## config.mk

```make
export PLATFORM = sky130hd
export DESIGN_NAME = ramb18_stream_reader
export DESIGN_NICKNAME = d
export VERILOG_FILES = /design/src/rtl/ramb18_stream_reader.sv
export SDC_FILE = /design/constraint.sdc
export NUM_CORES = 1
export LEC_CHECK = 0
export BUFFER_PORTS_ARGS = -buffer_cell sky130_fd_sc_hd__buf_2
export CORE_MARGIN = 2
export CORE_UTILIZATION = 48
export DETAILED_ROUTE_END_ITERATION = 10
export GPL_TIMING_DRIVEN = 0
export PLACE_DENSITY_LB_ADDON = 0.15
export SYNTH_ARGS = -nofsm -noshare
export SYNTH_HDL_FRONTEND = slang
export SYNTH_SLANG_ARGS = --single-unit
```

## constraint.sdc

```tcl
create_clock -name clk -period 2.57 [get_ports clk]
set_clock_uncertainty 0.2 [all_clocks]
set_input_delay 0.257 -clock clk [delete_from_list [all_inputs] [get_ports clk]]
set_output_delay 0.257 -clock clk [all_outputs]
set_load 0.02 [all_outputs]
```

## src/rtl/ramb18_stream_reader.sv

```systemverilog
// ramb18_stream_reader
//   Read-side controller for the ramb18_sdp weight memory. It sweeps the address
//   window [START_ADDR, END_ADDR] cyclically, tracks the two-stage memory read
//   pipeline and presents the words as an AXI-Stream master. A small output FIFO
//   absorbs the pipeline latency, and reads are only issued when a FIFO slot is
//   guaranteed for them, so backpressure never loses or duplicates a word.
//
// Ports
//   clk            clock for all logic
//   rst            asynchronous active-high reset
//   rewind         single-cycle pulse: flush pipeline and FIFO, restart at START_ADDR
//   enb            memory read enable
//   enqb           memory output-register enable (enb delayed one cycle)
//   addrb          memory read address (next address to read)
//   rdqb           memory registered read data
//   m_axis_tdata   stream data (FIFO head, zero while not valid)
//   m_axis_tvalid  stream valid (FIFO not empty)
//   m_axis_tready  stream ready
module ramb18_stream_reader #(
  parameter int DWIDTH     = 18,
  parameter int AWIDTH     = 10,
  parameter int START_ADDR = 0,
  parameter int END_ADDR   = 2**AWIDTH - 1,
  parameter int FIFO_DEPTH = 4
) (
  input  logic              clk,
  input  logic              rst,
  input  logic              rewind,
  output logic              enb,
  output logic              enqb,
  output logic [AWIDTH-1:0] addrb,
  input  logic [DWIDTH-1:0] rdqb,
  output logic [DWIDTH-1:0] m_axis_tdata,
  output logic              m_axis_tvalid,
  input  logic              m_axis_tready
);

  localparam int PW = $clog2(FIFO_DEPTH);
  // Occupancy reaches FIFO_DEPTH and the credit sum adds up to two in-flight reads.
  localparam int CW = PW + 2;

  localparam logic [AWIDTH-1:0] START_A = AWIDTH'(START_ADDR);
  localparam logic [AWIDTH-1:0] END_A   = AWIDTH'(END_ADDR);

  logic              v1;
  logic              v2;
  logic [CW-1:0]     occ;
  logic [CW-1:0]     credit_used;
  logic [PW-1:0]     wr_ptr;
  logic [PW-1:0]     rd_ptr;
  logic [DWIDTH-1:0] fifo_mem [FIFO_DEPTH];
  logic              push;
  logic              pop;

  // v1 is exactly the output-register enable: a read issued last cycle.
  assign enqb = v1;
  assign push = v2;
  assign pop  = m_axis_tvalid && m_axis_tready;

  // Credits use registered counts only; a pop in this cycle is not credited
  // until the next cycle, which keeps enb free of any path from tready.
  assign credit_used = occ + CW'(v1) + CW'(v2);
  assign enb         = !rst && !rewind && (credit_used < CW'(FIFO_DEPTH));

  assign m_axis_tvalid = (occ != '0);
  assign m_axis_tdata  = m_axis_tvalid ? fifo_mem[rd_ptr] : '0;

  always_ff @(posedge clk or posedge rst) begin
    if (rst) begin
      addrb  <= START_A;
      v1     <= 1'b0;
      v2     <= 1'b0;
      occ    <= '0;
      wr_ptr <= '0;
      rd_ptr <= '0;
    end else if (rewind) begin
      // Words still in the memory pipeline are dropped along with the FIFO.
      addrb  <= START_A;
      v1     <= 1'b0;
      v2     <= 1'b0;
      occ    <= '0;
      wr_ptr <= '0;
      rd_ptr <= '0;
    end else begin
      v1 <= enb;
      v2 <= v1;
      if (enb) begin
        addrb <= (addrb == END_A) ? START_A : addrb + AWIDTH'(1);
      end
      if (push) begin
        wr_ptr <= wr_ptr + PW'(1);
      end
      if (pop) begin
        rd_ptr <= rd_ptr + PW'(1);
      end
      if (push && !pop) begin
        occ <= occ + CW'(1);
      end else if (!push && pop) begin
        occ <= occ - CW'(1);
      end
    end
  end

  // Storage needs no reset: the output is gated by tvalid.
  always_ff @(posedge clk) begin
    if (push && !rewind) begin
      fifo_mem[wr_ptr] <= rdqb;
    end
  end

endmodule

```

==> flow_summary.yaml <==
status:
  outcome: "completed"
placed_design:
  pre_cts_slack_ps: -112.9
  place_area_um2: 4370
  place.detailed.hpwl_mm: 4.638
  place_congestion: 0.8170
  port_buffers: 52
pwr:
  power_switching_mw: 1.383
  comb_power_share_pct: 35.1
  switching_share_pct: 34.43
  ir_worst_vdd_mv: 0.3600
  p_int_mw: 2.633
  p_per_area_nw_per_um2: 840.5
  pwr-share-seq_pct: 43.9
  leakagePower_nw: 1.817
  clock_power_share_pct: 20.9
sta:
  drv_slew: 0
  final.setup.worst_slack_ps: 53.71
  setup_tns_ps: 0
  whs_ps: 132.8
  finalHoldViolations: 0
  relSlewSlack_pct: 35.90
  tightest_slew_ps: 961.5
  period_needed_ps: 2516
  setup_violations: 0
  max_freq_mhz: 397.4
  period_share_pct: 97.91
  rsz0062_at_grt: "yes"
grt:
  antenna_found_initial: 0
  grt_remaining_overflow: 0
  grt_max_degree: 21
  grt_pass1_vias: 2289
  grt_pass1_wl_mm: 11.56
  track_usage_pct: 17.63
route:
  drt_wl_total_mm: 7.289
  dr.pass1.iters: 4
  ant_nets: 0
  vias: 2306
  avgViaCountPerCell: 5.326
  drc: 0
  wl_per_cell_um: 16.83
  dr.first_iter.drc_count: 73
job:
  cap_violations: 0
final_layout:
  antennaDiodeCount: 0
  final.fill_count: 654
  syn2layout_area_growth_pct: 20.09
  fin_nets: 356
  layout-drive-gt1-share_pct: 32.32
  stdcell_area_um2: 4778
  postLayoutCoreUtil_pct: 58.74
setup_path:
  criticalPathCategory: "reg2out"
  crit_path_start_kind: "flip-flop"
  r2r_end: "occ[3]"
  r2r_slack_ps: 60
  regToRegStartpoint: "occ[0]"
  crit_fanout: 7
  cp-end-kind: "output pin"
  critPathArrivalTime_ps: 2060
  cp.required_ps: 2110
  r2r_cells: 7
clock_network:
  clockRootBuffer: "clkbuf_8"
  clk_pin_slew_worst_paths_ps: 90
  max-clock-path-buffers: 2
  htree_levels: 3
  cts-buffers-inserted: 9
  cts_tree: "yes"
  numClockSinks: 92
  clock_latency_ps: 350
floorplan:
  die_x_um: 95.05
  fp.dieArea_um2: 9034
  start_util_pct: 48.92
  dieHeight_um: 95.05
  num_rows: 33
  io_pins: 53
  coreArea_um2: 8134
synth:
  post-synth-top-area-cell: "edfxtp_1"
  synth_seq_cells: 92
  yosys-top-cells-count: "72 x edfxtp_1, 23 x and2_1, 20 x dfrtp_1"
  syn_area_per_cell_um2: 16.51
  yosysMostFrequentCell: "edfxtp_1"
  ys_seq_area_share_pct: 66.92
  ys_warn_count: 0
  syn-instance-count: 241
  synth-edff-count: 72
  synth_fp_nets: 272
  ys_types: 45
  synthDominantCellAreaShare_pct: 54.34
  synth_area_um2: 3979
  ys.flop_type: "edfxtp_1"
  synthArstFlopShare_pct: 21.74
  ys_top_cells_by_area: "edfxtp_1 54%, dfrtp_1 13%, mux4_2 10%"
min_path:
  hold_end: "addrb[9]"
  min_path_type: "in2reg"
  hold_start: "rewind"
  whs_path_depth: 3
-- power groups by stage --
stage	logic, mW	registers, mW	clock network [mW]
floorplan	0.958	1.78	0
global placement	1.35	1.78	0
detailed placement	1.36	1.78	0
CTS	1.40	1.76	0.868
global route	1.55	1.78	0.928
finish	1.41	1.76	0.841
-- cell usage in the layout (no fill, tap or decap), types with 4 or more instances in the layout --
cell type	n
and2_1	23
buf_2	55
clkbuf_8	9
dfrtp_1	17
dlygate4sd3_1	19
edfxtp_1	72
ha_1	8
inv_1	7
mux4_2	18
nor2_1	16
nor2b_1	7
xnor2_1	4
-- cells by family after synthesis --
| logic type | Yosys count | synth area share, % |
|---|---|---|
| flip-flops | 92 | 66.92 |
| AO/OA/AOI/OAI | 25 | 5.346 |
| adder cells (fa/ha/maj) | 9 | 3.019 |
| buffers and inverters | 18 | 1.792 |
| XOR/XNOR | 5 | 1.101 |
| multiplexers | 26 | 12.36 |
| AND/OR/NAND/NOR | 66 | 9.465 |
-- per-layer routing --
metal / wire length, um / GRT usage (%)
met5: 0 / 0
met4: 107 / 7.609
met3: 238 / 2.609
met1: 3299 / 24.66
met2: 3644 / 27.90
-- worst max path at each step --
stage	from	end	slack, ps	cells past startpoint
2_1_floorplan	occ[0]	occ[3]	80	7
3_3_place_gp	occ[0]	occ[3]	-80	7
3_5_place_dp	occ[0]	occ[3]	-110	7
4_1_cts	occ[0]	m_axis_tdata[4]	20	4
5_1_grt	occ[0]	occ[3]	-30	7
6_report	occ[0]	enb	50	6
-- worst max-delay path: stages (launching register included) --
cell and delay, ps:
dfrtp_2 480, ha_1 340, a21oi_4 80, nor4_4 400, nor2_2 140, nor2_1 100, buf_2 170
-- repair_timing --
| action | CTS | global route |
|---|---|---|
| cloned | 0 | 0 |
| hold buffers | 19 | 0 |
| hold endpoints to repair | 92 | 0 |
| pin swaps | 1 | 1 |
| endpoints found under the setup margin | 11 | 10 |
| resized for setup | 4 | 7 |
| setup buffers | 1 | 2 |
-- state kept, by name, summed over array words and instances (netlist names) --
| register | flops |
|---|---|
| fifo_mem | 72 |
| addrb | 10 |
| occ | 4 |
| rd_ptr | 2 |
| wr_ptr | 2 |
| enqb | 1 |
| push | 1 |
-- layout make-up --
class | count | area [um2] | share of cell area [%]
plain buffers | 8 | 35.03 | 0.7332
clock buffers | 9 | 123.9 | 2.592
clock inverters | 5 | 41.29 | 0.8641
inverters | 9 | 33.78 | 0.7070
multi-input cells | 131 | 1274 | 26.66
flip-flops and latches | 92 | 2666 | 55.80
well taps | 105 | 131.4 | 2.749
repair buffers | 74 | 473.0 | 9.898
-- metrics by stage --
step                instances  power (mW)
floorplan                 241       2.735
global placement          398       3.124
detailed placement        398       3.141
CTS                       431       4.029
global route              433       4.254
finish                    433       4.016
Note: power is estimated with default switching activity, not from simulation.
